===== config.mk =====
export PLATFORM = sky130hd
export DESIGN_NAME = dcache_ctrl_fsm
export DESIGN_NICKNAME = d
export VERILOG_FILES = /design/src/rtl/dcache_pkg.sv /design/src/rtl/dcache_word_merge.sv /design/src/rtl/dcache_ctrl_fsm.sv
export SDC_FILE = /design/constraint.sdc
export NUM_CORES = 1
export LEC_CHECK = 0
export CAP_MARGIN = 20
export CORE_AREA = 2 2 470 472
export CTS_CLUSTER_SIZE = 8
export DETAILED_ROUTE_END_ITERATION = 10
export DIE_AREA = 0 0 472 474
export SLEW_MARGIN = 0
export SYNTH_ARGS = -nofsm -noshare
export SYNTH_HDL_FRONTEND = slang
export SYNTH_SLANG_ARGS = --single-unit

===== constraint.sdc =====
create_clock -name clk_i -period 10 [get_ports clk_i]
set_clock_uncertainty 0.15 [all_clocks]
set_input_delay 1 -clock clk_i [delete_from_list [all_inputs] [get_ports clk_i]]
set_output_delay 1 -clock clk_i [all_outputs]
set_load 0.01 [all_outputs]

===== src/rtl/dcache_pkg.sv =====
// rtl/dcache_pkg.sv - shared state type and address field constants for the data cache controller
package dcache_pkg;
   localparam int TAG_W     = 23;
   localparam int IDX_W     = 4;
   localparam int OFF_W     = 5;
   localparam int VALID_BIT = 24;
   localparam int DIRTY_BIT = 23;
   localparam int LINE_W    = 256;
   localparam int WORD_W    = 32;
   localparam int SEL_W     = 3;

   typedef enum logic [2:0] {
      IDLE        = 3'd0,
      MISS        = 3'd1,
      WRITEBACK   = 3'd2,
      REFILL      = 3'd3,
      REFILL_DONE = 3'd4
   } state_t;
endpackage


===== src/rtl/dcache_word_merge.sv =====
// rtl/dcache_word_merge.sv - word select for loads and word replace for stores within a cache line
module dcache_word_merge
   import dcache_pkg::*;
(
   input  logic [LINE_W-1:0] line,
   input  logic [SEL_W-1:0]  sel,
   input  logic [WORD_W-1:0] wdata,
   output logic [WORD_W-1:0] rdata,
   output logic [LINE_W-1:0] merged
);
   assign rdata = line[sel*WORD_W +: WORD_W];

   always_comb begin
      merged = line;
      merged[sel*WORD_W +: WORD_W] = wdata;
   end
endmodule


===== src/rtl/dcache_ctrl_fsm.sv =====
// rtl/dcache_ctrl_fsm.sv - miss-handling controller for the 2-way data cache; DCACHE_CTRL_STATS_EN adds hit/miss/write-back counters
module dcache_ctrl_fsm
   import dcache_pkg::*;
#(
   parameter int ADDR_W = 32,
   parameter int SET_W  = IDX_W
)
(
   input  logic                 clk_i,
   input  logic                 rst_i,
   input  logic                 cpu_req_i,
   input  logic                 cpu_we_i,
   input  logic [ADDR_W-1:0]    cpu_addr_i,
   input  logic [WORD_W-1:0]    cpu_data_i,
   output logic [WORD_W-1:0]    cpu_data_o,
   output logic                 cpu_stall_o,
   output logic [SET_W-1:0]     sram_addr_o,
   output logic [TAG_W+1:0]     sram_tag_o,
   output logic [LINE_W-1:0]    sram_data_o,
   output logic                 sram_enable_o,
   output logic                 sram_write_o,
   input  logic [TAG_W+1:0]     sram_tag_i,
   input  logic [LINE_W-1:0]    sram_data_i,
   input  logic                 sram_hit_i,
   output logic                 mem_enable_o,
   output logic                 mem_write_o,
   output logic [ADDR_W-1:0]    mem_addr_o,
   output logic [LINE_W-1:0]    mem_data_o,
   input  logic [LINE_W-1:0]    mem_data_i,
   input  logic                 mem_ack_i
`ifdef DCACHE_CTRL_STATS_EN
   ,
   output logic [31:0]          stat_hit_o,
   output logic [31:0]          stat_miss_o,
   output logic [31:0]          stat_wb_o
`endif
);
   state_t             state, state_nxt;
   logic [SET_W-1:0]   idx_q;
   logic [TAG_W-1:0]   tag_q;
   logic [TAG_W+1:0]   vtag_q;
   logic [LINE_W-1:0]  vline_q;

   logic [TAG_W-1:0]   cpu_tag;
   logic [SET_W-1:0]   cpu_idx;
   logic [SEL_W-1:0]   cpu_sel;
   logic [WORD_W-1:0]  word_rd;
   logic [LINE_W-1:0]  line_merged;
   logic               idle_hit, idle_miss;
   logic               unused_addr_bits;

   assign cpu_tag          = cpu_addr_i[ADDR_W-1 -: TAG_W];
   assign cpu_idx          = cpu_addr_i[OFF_W +: SET_W];
   assign cpu_sel          = cpu_addr_i[OFF_W-1:2];
   assign unused_addr_bits = ^cpu_addr_i[1:0];
   assign idle_hit         = (state == IDLE) && cpu_req_i && sram_hit_i;
   assign idle_miss        = (state == IDLE) && cpu_req_i && !sram_hit_i;

   dcache_word_merge u_merge (
      .line   (sram_data_i),
      .sel    (cpu_sel),
      .wdata  (cpu_data_i),
      .rdata  (word_rd),
      .merged (line_merged)
   );

   always_ff @(posedge clk_i or posedge rst_i) begin
      if (rst_i) state <= IDLE;
      else       state <= state_nxt;
   end

   // The SRAM presents the LRU victim on a miss, so capture it before the refill overwrites that way.
   always_ff @(posedge clk_i or posedge rst_i) begin
      if (rst_i) begin
         idx_q   <= '0;
         tag_q   <= '0;
         vtag_q  <= '0;
         vline_q <= '0;
      end else if (idle_miss) begin
         idx_q   <= cpu_idx;
         tag_q   <= cpu_tag;
         vtag_q  <= sram_tag_i;
         vline_q <= sram_data_i;
      end
   end

   always_comb begin
      state_nxt     = state;
      cpu_data_o    = '0;
      cpu_stall_o   = 1'b0;
      sram_addr_o   = '0;
      sram_tag_o    = '0;
      sram_data_o   = '0;
      sram_enable_o = 1'b0;
      sram_write_o  = 1'b0;
      mem_enable_o  = 1'b0;
      mem_write_o   = 1'b0;
      mem_addr_o    = '0;
      mem_data_o    = '0;
      unique case (state)
         IDLE: begin
            if (cpu_req_i) begin
               sram_enable_o = 1'b1;
               sram_addr_o   = cpu_idx;
               if (sram_hit_i) begin
                  if (cpu_we_i) begin
                     sram_write_o = 1'b1;
                     sram_tag_o   = {2'b11, cpu_tag};
                     sram_data_o  = line_merged;
                  end else begin
                     cpu_data_o = word_rd;
                  end
               end else begin
                  cpu_stall_o = 1'b1;
                  state_nxt   = MISS;
               end
            end
         end
         MISS: begin
            cpu_stall_o = 1'b1;
            state_nxt   = (vtag_q[VALID_BIT] && vtag_q[DIRTY_BIT]) ? WRITEBACK : REFILL;
         end
         WRITEBACK: begin
            cpu_stall_o  = 1'b1;
            mem_enable_o = 1'b1;
            mem_write_o  = 1'b1;
            mem_addr_o   = {vtag_q[TAG_W-1:0], idx_q, {OFF_W{1'b0}}};
            mem_data_o   = vline_q;
            if (mem_ack_i) state_nxt = REFILL;
         end
         REFILL: begin
            cpu_stall_o  = 1'b1;
            mem_enable_o = 1'b1;
            mem_addr_o   = {tag_q, idx_q, {OFF_W{1'b0}}};
            sram_addr_o  = idx_q;
            if (mem_ack_i) begin
               sram_enable_o = 1'b1;
               sram_write_o  = 1'b1;
               sram_tag_o    = {2'b10, tag_q};
               sram_data_o   = mem_data_i;
               state_nxt     = REFILL_DONE;
            end
         end
         REFILL_DONE: begin
            cpu_stall_o = 1'b1;
            state_nxt   = IDLE;
         end
         default: state_nxt = IDLE;
      endcase
      // Reset forces every output low even though IDLE itself would echo a pending request.
      if (rst_i) begin
         cpu_data_o    = '0;
         cpu_stall_o   = 1'b0;
         sram_addr_o   = '0;
         sram_tag_o    = '0;
         sram_data_o   = '0;
         sram_enable_o = 1'b0;
         sram_write_o  = 1'b0;
         mem_enable_o  = 1'b0;
         mem_write_o   = 1'b0;
         mem_addr_o    = '0;
         mem_data_o    = '0;
      end
   end

`ifdef DCACHE_CTRL_STATS_EN
   logic [31:0] hit_cnt, miss_cnt, wb_cnt;

   always_ff @(posedge clk_i or posedge rst_i) begin
      if (rst_i) begin
         hit_cnt  <= '0;
         miss_cnt <= '0;
         wb_cnt   <= '0;
      end else begin
         if (idle_hit && hit_cnt != 32'hFFFF_FFFF)   hit_cnt  <= hit_cnt + 32'd1;
         if (idle_miss && miss_cnt != 32'hFFFF_FFFF) miss_cnt <= miss_cnt + 32'd1;
         if (state == WRITEBACK && mem_ack_i && wb_cnt != 32'hFFFF_FFFF) wb_cnt <= wb_cnt + 32'd1;
      end
   end

   assign stat_hit_o  = hit_cnt;
   assign stat_miss_o = miss_cnt;
   assign stat_wb_o   = wb_cnt;
`endif
endmodule


; After elaboration in Yosys (flattened, before gate mapping)
; Index checks and enable logic that the tools add are counted.
[word_totals]
out_inout_bits = 610
word_cells = 73
ff_bits = 311
in_bits = 607
[classes]
shifts = 3
reduce_logical = 8
n_eq_ne = 8
muxes = 48
add_sub_neg = 1
[op_table]
columns = op, n
row1 = 256-bit two-way mux, 7
row2 = 256-bit one-hot mux with 2 select lines, 1
row3 = 256-bit bitwise mux, 1
row4 = 32-bit by 34-bit variable shift with 256-bit output (first input constant), 1
row5 = 256-bit by 9-bit indexed part select with 32-bit output, 1
row6 = 32-bit by 34-bit indexed part select with 256-bit output, 1
row7 = 32-bit two-way mux, 6
row8 = 25-bit two-way mux, 5
row9 = 32-bit one-hot mux with 2 select lines, 1
row10 = 25-bit one-hot mux with 2 select lines, 1
row11 = 8-bit negator with 34-bit output, 1
row12 = 1-bit two-way mux, 15
row13 = 3-bit two-way mux, 4
row14 = 3-bit one-hot mux with 4 select lines, 1
row15 = 4-bit two-way mux, 2
row16 = 2-bit inequality test (second input constant), 4
row17 = 4-bit one-hot mux with 2 select lines, 1
row18 = 3-bit by 2-bit equality test with 1-bit output (second input constant), 2
row19 = 1-bit one-hot mux with 2 select lines, 3
row20 = 4-bit AND reduction, 1
row21 = 4-bit OR reduction, 1
row22 = 3-bit by 1-bit equality test with 1-bit output (second input constant), 1
row23 = 3-bit equality test (second input constant), 1
row24 = 1-bit logical AND, 3
row25 = other kinds (3), 3

; Logic depth before layout (Yosys ltp)
[logic_depth]
word_depth = 8
mapped_depth = 12
ltp_nobuf = 7

; By module
; A second synthesis with hierarchy kept.
[unflattened]
cells_unflattened = 2427
hier_area_um2 = 24379.6
[modules_own_cells]
columns = mod, cells_per_inst, n_inst, area_per_inst_um2
row1 = dcache_ctrl_fsm, 1760, 1, 18171.2
row2 = dcache_word_merge, 667, 1, 6208.5

; Worst setup path before layout
; Ideal clock, no wire load.
[synth_path]
path_type = input to output
startpoint = input port rst_i
endpoint = output port cpu_stall_o
arrival_ns = 7.903
path_slack_ns = 0.947
stages = 3
cell_sequence = inv_1 nand2_1 nor2_1
[synth_between]
elab_chain_len = 1
[synth_rtl]
columns = item, line_no
row1 = "start, declared", dcache_ctrl_fsm.sv:10  ; input logic rst_i,
row2 = 1-bit two-way mux, dcache_ctrl_fsm.sv:151  ; if (rst_i) begin
row3 = "end, declared", dcache_ctrl_fsm.sv:16  ; output logic cpu_stall_o,
; Every way passes these cells.

; Final worst setup path
[layout_path]
startpoint = input port rst_i
endpoint = output port sram_data_o[145]
[layout_between]
elab_chain_len = 1
[layout_rtl]
columns = item, line_no
row1 = 256-bit two-way mux, dcache_ctrl_fsm.sv:151
row2 = "end, declared", dcache_ctrl_fsm.sv:19  ; output logic [LINE_W-1:0] sram_data_o,
; Every way passes these cells.

==> impl_metrics.json <==
{
  "remaining_drc_errors": 0,
  "drt_pre_antenna_iters": 6,
  "most_area_consuming_cells_after_synthesis": "sky130_fd_sc_hd__dfrtp_1 (36%), sky130_fd_sc_hd__and2_1 (11%), sky130_fd_sc_hd__mux2_1 (11%)",
  "cts_setup_buffers": 0,
  "clock-root-buffer": "sky130_fd_sc_hd__clkbuf_16",
  "cts-root-to-sink-buffers": 3,
  "transition_at_the_pin_with_the_smallest_max_transition_slack_ns": 1.32,
  "hpwl_um": 200000,
  "dp_worst_setup_slack_ns": 3.04,
  "max_cap_violations": 0,
  "type_of_element_capturing_the_critical_path": "output port",
  "floorplan.io_pins": 1217,
  "gate_count_post_synth": 2081,
  "syn_area_per_cell_um2": 10.3,
  "critical_path.reg2reg.startpoint": "state[0]",
  "clock-sinks": 311,
  "max_freq_mhz": 146,
  "ctsHtreeMaxLevel": 2,
  "ant_nets": 0,
  "drive_gt1_share_pct": 10.6,
  "fp.coreArea_um2": 219000,
  "layout.area.seq_um2": 7780,
  "ctsResizeCount": 0,
  "worst_slew_margin_rel_pct": 12.0,
  "yosysUniqueCellTypes": 58,
  "worst_ep_required_time_ns": 8.85,
  "final.setup.tns_ns": 0,
  "gr-total-overflow": 0,
  "hold_bufs_inserted_after_cts": 0,
  "vias": 24800,
  "worstReg2RegEnd": "vline_q[225]",
  "clock_transition_at_path_regs_ns": 0.04,
  "seq_area_frac_synth_pct": 36.5,
  "mappedNetlistArea_um2": 21300,
  "grt_use_total_pct": 20.7,
  "via_count_of_the_first_global_routing_pass": 24700,
  "finalWirelength_um": 241000,
  "hold_viol": 0,
  "grt_max_degree": 166,
  "report.power.total_uw": 7070,
  "multi_input_comb_area_um2": 12300,
  "area_delta_synth_final_pct": 79.4,
  "timing.setup.critical_path_class": "in2out",
  "crit_path_end": "sram_data_o[145]",
  "die-area_um2": 224000,
  "timing.hold.worst.class": "reg2reg",
  "synth.largest_area_cell": "sky130_fd_sc_hd__dfrtp_1",
  "worst-r2r-cell-count": 6,
  "peak_fanout_along_the_critical_path": 56,
  "worst_setup_slack_for_register_to_register_paths_ns": 6.20,
  "dieWidth_um": 472,
  "hold_slack_ns": 0.325,
  "arrival_ns": 5.72,
  "viasPerCell": 4.03,
  "crit_start": "rst_i",
  "timing.critical_path.from_type": "primary input",
  "slew_viol_final": 0,
  "antenna_found_initial": 176,
  "irDropWorstVdd_mv": 0.131,
  "chipHeight_um": 474,
  "outcome": "completed",
  "detail_route.iter0.violations": 2053,
  "final_period_minus_worst_setup_slack_ns": 6.87,
  "fp-row-count": 172,
  "final_common_cell": "sky130_fd_sc_hd__clkdlybuf4s50_1",
  "timing.final.setup_violations": 0,
  "nNetsFinal": 3814,
  "grt_setup_unrepaired": "false",
  "detailed_place.area_um2": 36600,
  "tritoncts": "built",
  "finish.instance_area_um2": 38300,
  "synth_enable_flop_cells": 0,
  "synthDominantCellAreaShare_pct": 36.5,
  "power_density_nw_per_um2": 185,
  "postLayoutSetupSlackWorst_ns": 3.13,
  "insertion_delay_ns": 0.69,
  "grt_pass1_wl_um": 296000,
  "async_flop_share_pct": 100,
  "yosysWarnings": 0,
  "synth-main-ff-cell": "sky130_fd_sc_hd__dfrtp_1",
  "gp_congestion": 0.904,
  "cts-buffers-inserted": 49,
  "wl_per_cell_um": 39.2,
  "num-fill-cells": 24400,
  "mostFrequentLayoutCells": "sky130_fd_sc_hd__clkdlybuf4s50_1 (1207), sky130_fd_sc_hd__and2_1 (363), sky130_fd_sc_hd__dfrtp_1 (310)",
  "ys_ff_latch": 311,
  "port_buffers": 1209,
  "post-route-period-util_pct": 68.7,
  "leak_uw": 0.0143,
  "floorplan.initialDensity_pct": 9.76
}
==> power breakdown <==
| group | total, µW | switching [µW] | internal [µW] | leakage (µW) |
|---|---|---|---|---|
| combinational | 3110 | 1570 | 1540 | 0.00987 |
| clock | 1730 | 775 | 956 | 0.000704 |
| sequential | 2230 | 343 | 1890 | 0.00377 |
| total | 7070 | 2690 | 4390 | 0.0143 |
==> metal layers <==
layer	part of all wire, %	vias up	global-route usage, %
li1	-	9858	-
met1	34	12600	21.0
met2	46	1805	34.2
met3	13	471	10.9
met4	6.3	102	11.2
met5	0.28	-	0
==> worst min-delay path by stage <==
stage                 start      endpoint  slack, ns  cells past startpoint
3_3_place_gp   vline_q[166]  vline_q[166]       0.31                      1
4_1_cts        vline_q[242]  vline_q[242]       0.33                      1
2_1_floorplan  vline_q[105]  vline_q[105]       0.30                      1
3_5_place_dp   vline_q[176]  vline_q[176]       0.32                      1
6_report       vline_q[187]  vline_q[187]       0.33                      1
5_1_grt        vline_q[240]  vline_q[240]       0.34                      1
==> per-stage QoR <==
step | utilization, % | std cells
detailed placement | 16.8 | 6020
global placement | 16.8 | 6020
finish | 17.5 | 6157
CTS | 17.4 | 6091
global route | 17.5 | 6114
floorplan | - | 2085
==> logic make-up (layout without fill, tap and decap cells) <==
logic type	after synthesis	count (layout)	synth area share [%]
other cells	1	70	0.0176
fa+ha+maj	6	6	0.352
compound gates	424	424	15.3
simple gates	648	648	17.1
flops	311	311	36.5
xor+xnor	2	2	0.0821
buf+inv	294	1430	6.63
mux	395	395	24.1
==> flip-flops by register name, indices dropped and copies added, names as in the netlist <==
register	flops
vline_q	256
vtag_q	25
tag_q	23
idx_q	4
state	3
==> Yosys cell counts, types with 4 or more instances <==
cell and instances:
sky130_fd_sc_hd__a221o_1 129, sky130_fd_sc_hd__nor2b_1 34, sky130_fd_sc_hd__and2_1 363, sky130_fd_sc_hd__buf_2 65, sky130_fd_sc_hd__nand2_1 134, sky130_fd_sc_hd__mux4_2 64
sky130_fd_sc_hd__nand3_1 7, sky130_fd_sc_hd__nor3_1 5, sky130_fd_sc_hd__a22o_1 22, sky130_fd_sc_hd__clkbuf_1 104, sky130_fd_sc_hd__inv_1 82, sky130_fd_sc_hd__mux2_1 200
sky130_fd_sc_hd__o21ai_0 61, sky130_fd_sc_hd__mux2i_1 23, sky130_fd_sc_hd__dfrtp_1 311, sky130_fd_sc_hd__mux2_2 108, sky130_fd_sc_hd__ha_1 6, sky130_fd_sc_hd__o22ai_1 32
sky130_fd_sc_hd__and3_1 7, sky130_fd_sc_hd__a22oi_1 131, sky130_fd_sc_hd__buf_1 4, sky130_fd_sc_hd__o21ai_1 36, sky130_fd_sc_hd__nand4_1 4, sky130_fd_sc_hd__nor2_1 52
sky130_fd_sc_hd__nand2b_1 17, sky130_fd_sc_hd__buf_6 26, sky130_fd_sc_hd__buf_4 9
==> critical path: stages <==
cell	delay, ns
sky130_fd_sc_hd__clkdlybuf4s50_1	0.58
sky130_fd_sc_hd__and4bb_2	0.49
sky130_fd_sc_hd__nand2_8	0.37
sky130_fd_sc_hd__inv_2	0.80
sky130_fd_sc_hd__o31a_2	0.70
sky130_fd_sc_hd__buf_4	0.51
sky130_fd_sc_hd__a221o_1	0.23
sky130_fd_sc_hd__clkdlybuf4s50_1	0.91
==> cell type report <==
class	count	area share, %
flip-flops and latches	311	20.3
repair buffers	1274	33.1
clock buffers	61	3.37
well taps	2871	9.38
clock inverters	10	0.395
multi-input cells	1480	32.2
inverters	85	0.853
diodes	65	0.425
Note: power is estimated with default switching activity, not from simulation.
